File: src/rtl/quad_enc_counter.sv
// Quadrature encoder decoder: 2-flop sync, per-channel debounce, x4 transition decode, position counter.
// Define QENC_SAT_EN to make q saturate at 0 and 2^CNT_W-1 instead of wrapping.
module quad_enc_counter #(
  parameter int CNT_W      = 4,
  parameter int DEB_CYCLES = 50000
) (
  input  logic             clk,
  input  logic             reset,
  input  logic             enc_a,
  input  logic             enc_b,
  input  logic             clr,
  output logic [CNT_W-1:0] q,
  output logic             dir,
  output logic             step,
  output logic             err
);

  localparam logic [15:0]      DEB_LAST = 16'(DEB_CYCLES - 1);
  localparam logic [CNT_W-1:0] Q_ONE    = {{(CNT_W-1){1'b0}}, 1'b1};
`ifdef QENC_SAT_EN
  localparam logic [CNT_W-1:0] Q_MAX    = {CNT_W{1'b1}};
`endif

  logic [1:0] raw;
  logic [1:0] filt;

  assign raw = {enc_a, enc_b};

  genvar gi;
  generate
    for (gi = 0; gi < 2; gi++) begin : g_chan
      logic        s1_reg;
      logic        s2_reg;
      logic        filt_reg;
      logic [15:0] cnt_reg;

      // Any return of s2 to the filtered value restarts the stability count.
      always_ff @(posedge clk or negedge reset) begin
        if (!reset) begin
          s1_reg   <= 1'b0;
          s2_reg   <= 1'b0;
          filt_reg <= 1'b0;
          cnt_reg  <= '0;
        end else begin
          s1_reg <= raw[gi];
          s2_reg <= s1_reg;
          if (s2_reg == filt_reg) begin
            cnt_reg <= '0;
          end else if (cnt_reg == DEB_LAST) begin
            filt_reg <= s2_reg;
            cnt_reg  <= '0;
          end else begin
            cnt_reg <= cnt_reg + 16'd1;
          end
        end
      end

      assign filt[gi] = filt_reg;
    end
  endgenerate

  logic [1:0]       prev_reg;
  logic [CNT_W-1:0] q_reg, q_next;
  logic             dir_reg, dir_next;
  logic             step_reg, step_next;
  logic             err_reg, err_next;
  logic [1:0]       pos_cur, pos_prev, delta;

  // Gray position along the up sequence 00,01,11,10; a delta of 1 is up, 3 down, 2 illegal.
  assign pos_cur  = {filt[1], filt[1] ^ filt[0]};
  assign pos_prev = {prev_reg[1], prev_reg[1] ^ prev_reg[0]};
  assign delta    = pos_cur - pos_prev;

  always_comb begin
    q_next    = q_reg;
    dir_next  = dir_reg;
    step_next = 1'b0;
    err_next  = 1'b0;
    case (delta)
      2'd1: begin
        dir_next = 1'b1;
`ifdef QENC_SAT_EN
        if (q_reg != Q_MAX) begin
          q_next    = q_reg + Q_ONE;
          step_next = 1'b1;
        end
`else
        q_next    = q_reg + Q_ONE;
        step_next = 1'b1;
`endif
      end
      2'd3: begin
        dir_next = 1'b0;
`ifdef QENC_SAT_EN
        if (q_reg != '0) begin
          q_next    = q_reg - Q_ONE;
          step_next = 1'b1;
        end
`else
        q_next    = q_reg - Q_ONE;
        step_next = 1'b1;
`endif
      end
      2'd2:    err_next = 1'b1;
      default: ;
    endcase
    // Clear wins over a same-cycle step; the step is consumed, not deferred.
    if (clr) begin
      q_next    = '0;
      step_next = 1'b0;
    end
  end

  always_ff @(posedge clk or negedge reset) begin
    if (!reset) begin
      prev_reg <= 2'b00;
      q_reg    <= '0;
      dir_reg  <= 1'b0;
      step_reg <= 1'b0;
      err_reg  <= 1'b0;
    end else begin
      prev_reg <= filt;
      q_reg    <= q_next;
      dir_reg  <= dir_next;
      step_reg <= step_next;
      err_reg  <= err_next;
    end
  end

  assign q    = q_reg;
  assign dir  = dir_reg;
  assign step = step_reg;
  assign err  = err_reg;

endmodule

File: config.mk
export PLATFORM = sky130hd
export DESIGN_NAME = quad_enc_counter
export DESIGN_NICKNAME = d
export VERILOG_FILES = /design/src/rtl/quad_enc_counter.sv
export SDC_FILE = /design/constraint.sdc
export NUM_CORES = 1
export LEC_CHECK = 0
export ABC_CLOCK_PERIOD_IN_PS = 2400
export CAP_MARGIN = 30
export CORE_ASPECT_RATIO = 1.25
export CORE_MARGIN = 2
export CORE_UTILIZATION = 53
export DETAILED_ROUTE_END_ITERATION = 7
export GPL_TIMING_DRIVEN = 0
export HOLD_SLACK_MARGIN = 0.12
export PLACE_DENSITY = 0.75
export REMOVE_ABC_BUFFERS = 1
export SYNTH_ARGS = -nofsm -noshare
export SYNTH_HDL_FRONTEND = slang
export SYNTH_SLANG_ARGS = --single-unit
File: constraint.sdc
create_clock -name clk -period 2.4 [get_ports clk]
set_clock_uncertainty 0.1 [all_clocks]
set_input_delay 0.6 -clock clk [delete_from_list [all_inputs] [get_ports clk]]
set_output_delay 0.6 -clock clk [all_outputs]
set_load 0.02 [all_outputs]
* Yosys cells after proc, flatten, opt, wreduce, memory -nomap -nowiden
Index checks and enable logic that the tools add are counted.
** Cells by class
- $add $sub $neg :: 5
- Multiply operators :: 0
- Div/mod/pow operators :: 0
- Order comparisons :: 0
- Eq/ne operators :: 7
- Shift-type cells :: 0
- Muxes and demuxes :: 10
- Bitwise gates (word level) :: 4
- Reduce and logical (&&, ||, !) cells :: 5
** Operator list (count)
- $mux 16 :: 4
- $add 16x1->16 const B :: 2
- $eq 16x16->1 const B :: 2
- $pmux 4 s2 :: 1
- $add 4x1->4 const B :: 1
- $eq 2x2->1 const B :: 2
- $mux 4 :: 1
- $reduce_and 2->1 :: 2
- $sub 4x1->4 const B :: 1
- $mux 1 :: 3
- $reduce_bool 3->1 :: 1
- $eq 1x1->1 :: 2
- $eq 2x1->1 const B :: 1
- $not 1->1 :: 2
- $pmux 1 s2 :: 1
- $reduce_bool 2->1 :: 1
- $reduce_or 2->1 :: 1
- $sub 2x2->2 :: 1
- $xor 1x1->1 :: 2
** Word-level totals
- Register bits :: 47
- Bits in latches :: 0
- Memory bits (writable) :: 0
- ROM bits :: 0
- Output and inout bits :: 7
- Memories :: 0

* Longest topological paths before layout
Gate-level depths: netlist (run 1).
- Depth in word-level cells :: 6
- Depth in mapped cells :: 9
- Depth with buffers taken out :: 9

* Least setup slack after synthesis (run 1)
No wires, ideal clock.
- Path kind :: reg-to-reg
- Start point :: register g_chan[1].filt_reg
- End point :: register q_reg[3], in the netlist q[3]
- Library setup time :: 0.128 ns
- Data arrival time :: 2.275 ns
- Data required time :: 2.172 ns
- Path slack :: -0.102 ns
- Stages on the path, launching flop included :: 10
- Period minus slack after synthesis :: 2.502 ns
- Cells stage by stage :: dfrtp_1 > xnor2_1 > ha_1 > clkbuf_1 > nor2_1 > ha_1 > a31oi_1 > nor2_1 > a21oi_1 > mux2_1
** Between the ends
- Longest elaborated chain between the ends :: 5
- Elaborated cells between the ends (all ways) :: 7
** Ends and longest elaborated chain
- start, declared :: RTL line 34 : logic filt_reg;
- start signal, assigned :: RTL line 50 : filt_reg <= s2_reg;
- $xor 1x1->1 :: RTL line 70 : assign pos_cur = {filt[1], filt[1] ^ filt[0]};
- $sub 2x2->2 (*) :: RTL line 72 : assign delta = pos_cur - pos_prev;
- $eq 2x2->1 / $eq 2x1->1 (equally long branches) :: RTL line 79 : case (delta)
- $pmux 4 s2 :: RTL line 79
- $mux 4 :: RTL line 108 : if (clr) begin
- end signal, assigned :: RTL line 123 : q_reg <= q_next;
- end, declared :: RTL line 63 : logic [CNT_W-1:0] q_reg, q_next;
Every way passes the cells marked *; elsewhere a longest branch is shown, timed or not.
A chain may end at the register's enable or synchronous reset.

* Worst setup path in the final report (run 1)
Same ends and word-level chain as after synthesis.

==> run metrics, run 1 <==
Starting DRT DRC Count 104; Die X-Extent 62.3 um; via/cell ratio 5.53; slowest cell on the critical path dfrtp_1; core area 4100 sq um; Pwr Total 1330 uW; first-pass GRT wire length 6910 um; Netlist cell types 35; max-cap viol count 0; CTS tree done; Comb pwr share 0.040; fill cell count 351; pre-CTS WS -0.189 ns; Arrival @ worst endpoint 2.40 ns; row count 26; synthesized area 2250 sq um; initial antenna violation count 0; Area growth syn-to-layout 15.5%; sequential area share after synthesis 0.522; Setup violations, final 0; worst path cell trace xnor2_2 > ha_4 > xnor3_2 > nor2_4 > ha_4 > a31oi_1 > nor2_1 > a21oi_1 > mux2_1; Slew Viols, Final 0; status completed; Sink Count 47; largest cells by area after synthesis dfrtp_1 (52%), xor2_1 (5.1%), nor2_1 (4.7%); clock slew at reported path FFs 0.08 ns; critical path's top delay family XOR/XNOR gates; vias in the first global route 1651; I/O pin count 12; aggregate global routing overflow 0; Seq cells post-synth 47; EDFF count, synth 0; DRC 0; Mean Syn Cell Area 10.7 sq um; Post-DP HPWL 2710 um; clock tree buffer depth 2; clock insertion delay at the later pin of the skew report 0.30 ns; Pint 1050 uW; drt first pass iters 4; largest fanout on the critical path 5; post-route ant nets 0; crit path launch type register; switching portion of total power 0.213; Synth top area share 0.522; antenna cells 0; crit share post-route 0.967; Hold WS 0.253 ns; cell count after synthesis 210; routed vias 1577; largest net degree at the start of global routing 35; FF/Latch Area 1180 sq um; Die Y 76.9 um; Root Driver clkbuf_8; maximum VDD drop 348 uV; critical path type register to register; Worst Hold Class register to register; GRT Resource Usage Total 0.183; final wirelength 3920 um; pwr/cell area 511 nW/um^2; min Tclk post-route 2.32 ns; most common cell in the netlist dfrtp_1; final hold vios 0; RSZ-0062 raised after global routing true; share of cells above drive strength 1 0.118; Seq pwr share 0.608; Syn. warnings 0; H-Tree Depth 2; Pleak 0.00114 uW; area leader, netlist dfrtp_1; layout net count 239; Worst Max-Slew Pin Slew 0.532 ns; area occupied by multi-input gates 1070 sq um; total CTS buffers 5; IO buf count 11; die area 4790 sq um; Synth top cells by count dfrtp_1 (47), nor2_1 (28), a21oi_1 (14); worst path bufs/invs 0; slew margin rel. 0.645; Initial Utilization 0.550; Sw Pwr 284 uW; CP peak stage delay 0.42 ns; clock network power share 0.352; gpl congestion 0.735; drt wl/cell 13.8 um; CP required 2.48 ns; max reg flops 32; ys async rst share 1.00; CP dominant cell by count ha_4; fin worst setup slack 0.0799 ns; Post-synth top flop dfrtp_1; Max Fclk 0.431 GHz; Critical Path Sink Type register
-- per-layer routing --
layer | track usage | part of all wire | wire [um] | vias up
li1 | - | - | - | 777
met1 | 0.200 | 0.43 | 1670 | 770
met2 | 0.330 | 0.53 | 2070 | 18
met3 | 0.0264 | 0.017 | 68 | 12
met4 | 0.116 | 0.029 | 114 | 0
met5 | 0 | 0 | 0 | -
-- power by group through the flow --
stage	Sequential (uW)	Combinational (uW)	Clock, uW
finish	809	52.9	469
floorplan	824	20.1	0
global placement	825	47.5	0
detailed placement	826	53.2	0
global route	811	61.8	524
CTS	810	54.7	486
-- metrics by stage --
step	setup TNS (ns)	cell area (sq um)	util	std cells
after detailed placement	-0.189	2430	0.592	273
after CTS	0	2580	0.630	284
after global routing	-0.0238	2600	0.635	285
after global placement	-29.96	2410	0.587	271
final	0	2600	0.635	285
after floorplan	0	2230	-	204
-- kinds of logic (layout without fill, tap and decap cells) --
group,Yosys count,count (layout),share of synthesized area
AOI/OAI and AO/OA,31,31,0.0777
xor gates and xnor gates,23,23,0.0961
adders and majority gates,5,5,0.0278
buffers and inverters,14,33,0.0255
DFF,47,47,0.522
muxes,4,4,0.0194
and+or+nand+nor,86,86,0.232
-- final timing paths --
check | startpoint | slack [ns] | cells past startpoint | to
max in group asynchronous | reset | 1.09 | 3 | g_chan[0].cnt_reg[0]$_DFF_PN0_
max reg2reg | g_chan[1].filt_reg$_DFFE_PN0P_ | 0.08 | 9 | q[3]$_DFFE_PN0P_
max | g_chan[1].filt_reg$_DFFE_PN0P_ | 0.08 | 9 | q[3]$_DFFE_PN0P_
min | g_chan[0].s1_reg$_DFF_PN0_ | 0.25 | 0 | g_chan[0].s2_reg$_DFF_PN0_
min in group asynchronous | reset | 0.63 | 2 | g_chan[1].cnt_reg[9]$_DFF_PN0_
min reg2reg | g_chan[0].s1_reg$_DFF_PN0_ | 0.25 | 0 | g_chan[0].s2_reg$_DFF_PN0_
-- what timing repair did --
action / in CTS / in global routing
pin swaps: 1 / 4
hold endpoints to repair: 13 / 0
buffers inserted: 3 / 1
hold buffers: 1 / 0
gates resized for setup: 6 / 2
setup endpoints to repair: 1 / 1
-- layout by cell type, fill, tap and decap left out, types with 3 or more instances in the layout --
| cell | count |
|---|---|
| ha_1 | 3 |
| and2_1 | 4 |
| a21oi_1 | 14 |
| or4_1 | 6 |
| xnor2_1 | 8 |
| o31ai_1 | 6 |
| dfrtp_1 | 47 |
| and3_1 | 5 |
| nor4bb_1 | 3 |
| nand4_1 | 6 |
| xor2_1 | 12 |
| o21ai_0 | 6 |
| clkdlybuf4s50_1 | 10 |
| inv_1 | 8 |
| buf_4 | 5 |
| clkbuf_8 | 6 |
| nand3_1 | 4 |
| nor2_1 | 27 |
| nand2_1 | 9 |
| or3_1 | 8 |
-- worst register-to-register path: cells and delay by family, from the launching register on --
kind | cells | cell delay (ns)
xor+xnor | 2 | 0.49
flops | 1 | 0.42
fa+ha+maj | 2 | 0.37
mux | 1 | 0.33
compound gates | 2 | 0.29
simple gates | 2 | 0.20
-- layout make-up --
class	count	area share
Timing Repair Buffer	18	0.0663
Clock buffer	6	0.0317
Tap cell	56	0.0269
Clock inverter	1	0.00192
Multi-Input combinational cell	149	0.410
Sequential cell	47	0.452
Inverter	8	0.0115
Power figures use the tool's default switching activity.
==> inputs of run 2 (changes only) <==
Settings changed: CORE_MARGIN 2 to 4.
==> run metrics, run 2 (same netlist as run 1, synthesis figures left out) <==
status finished, violations left; failing checks setup timing; RSZ-0062 raised after global routing true; Hold WS 0.259 ns; reg-to-reg startpoint prev_reg[1]$_DFF_PN0_; hold_sp g_chan[0].s1_reg$_DFF_PN0_; crit share post-route 1.00; Initial Utilization 0.550; CTS tree done; share of cells above drive strength 1 0.134; Pleak 0.00117 uW; core area 4100 sq um; post-route ant nets 0; most frequent cells in the layout dfrtp_1 (47), nor2_1 (27), a21oi_1 (14), xor2_1 (12), clkdlybuf4s50_1 (10); maximum VDD drop 485 uV; H-Tree Depth 2; Sink Count 47; FF/Latch Area 1180 sq um; clock slew at reported path FFs 0.09 ns; pre-CTS WS -0.228 ns; fin worst setup slack -0.00451 ns; final hold vios 0; CP endpoint q[3]$_DFFE_PN0P_; clock insertion delay at the later pin of the skew report 0.30 ns; gpl congestion 0.793; area occupied by multi-input gates 1090 sq um; R2R cell count 9; pwr/cell area 540 nW/um^2; Die X-Extent 66.3 um; Setup violations, final 1; crit path launch type register; vias in the first global route 1638; drt first pass iters 4; largest net degree at the start of global routing 40; GRT Resource Usage Total 0.170; die area 5370 sq um; Max Fclk 0.416 GHz; row count 26; critical path type register to register; via/cell ratio 5.57; CP required 2.49 ns; Arrival @ worst endpoint 2.49 ns; Critical Path Sink Type register; Worst Hold Class register to register; Slew Viols, Final 0; first-pass GRT wire length 7040 um; Worst Max-Slew Pin Slew 0.554 ns; slew margin rel. 0.630; clock tree buffer depth 2; Pwr Total 1440 uW; DRC 0; Starting DRT DRC Count 67; min Tclk post-route 2.40 ns; largest fanout on the critical path 3; Finished Layout Cells 288; aggregate global routing overflow 0; I/O pin count 12; crit path from prev_reg[1]$_DFF_PN0_; Area growth syn-to-layout 18.5%; max-cap viol count 0; Post-DP HPWL 2680 um; Root Driver clkbuf_8; routed vias 1604; IO buf count 11; layout net count 241; Die Y 80.9 um; initial antenna violation count 0; drt wl/cell 14.3 um; fill cell count 324; terminus of the critical flop-to-flop path q[3]$_DFFE_PN0P_; leading cell type in the layout, fill and taps excluded dfrtp_1; antenna cells 0; max reg flops 32; final wirelength 4120 um; Placed Cells 273; total CTS buffers 5; fin util 0.651; R2R setup slack -0.005 ns
run 2: worst min-delay path by stage:
stage / to / slack (ns) / depth (start not counted)
4_1_cts: g_chan[0].s2_reg$_DFF_PN0_ / 0.26 / 0
6_report: g_chan[0].s2_reg$_DFF_PN0_ / 0.26 / 0
3_3_place_gp: g_chan[1].s2_reg$_DFF_PN0_ / 0.23 / 0
3_5_place_dp: g_chan[0].s2_reg$_DFF_PN0_ / 0.24 / 0
2_1_floorplan: dir$_DFFE_PN0P_ / 0.20 / 0
5_1_grt: g_chan[0].s2_reg$_DFF_PN0_ / 0.27 / 0
run 2: area by class of cell:
| cell class | count | share of cell area |
|---|---|---|
| flip-flops and latches | 47 | 0.440 |
| clock buffers | 5 | 0.0258 |
| multi-input cells | 149 | 0.409 |
| clock inverters | 3 | 0.0173 |
| repair buffers | 20 | 0.0703 |
| well taps | 56 | 0.0262 |
| inverters | 8 | 0.0112 |
run 2: metal layers:
metal	track usage	wire, um
met5	0	0
met4	0.0610	62
met3	0.0456	111
met1	0.209	1760
met2	0.287	2190
run 2: worst max-delay path, cell delays in order (launching register included):
cell and delay [ns]:
dfrtp_1 0.42, xor2_2 0.23, ha_4 0.15, xnor3_2 0.28, nor2_4 0.19, ha_4 0.24
a31oi_4 0.16, nor2_1 0.06, a21oi_1 0.13, mux2_1 0.33
run 2: repair_timing:
action	in CTS	in global routing
gates resized for setup	7	4
endpoints found under the setup margin	1	1
hold endpoints to repair	8	0
buffers inserted	4	2
hold buffers	1	0
gates cloned	0	0
pin swaps	1	7
run 2: power breakdown:
part,total [uW],switching (uW),leakage (uW),internal [uW]
logic,52.7,33.5,0.000472,19.2
registers,810,7.09,0.000643,803
clock network,581,267,0.0000548,314
total,1440,308,0.00117,1140
run 2: stage by stage:
stage / setup TNS, ns / instance area, sq um
2_1_floorplan: 0 / 2230
3_3_place_gp: -30.58 / 2410
3_5_place_dp: -0.228 / 2430
4_1_cts: 0 / 2630
5_1_grt: -0.144 / 2670
6_report: -0.00451 / 2670
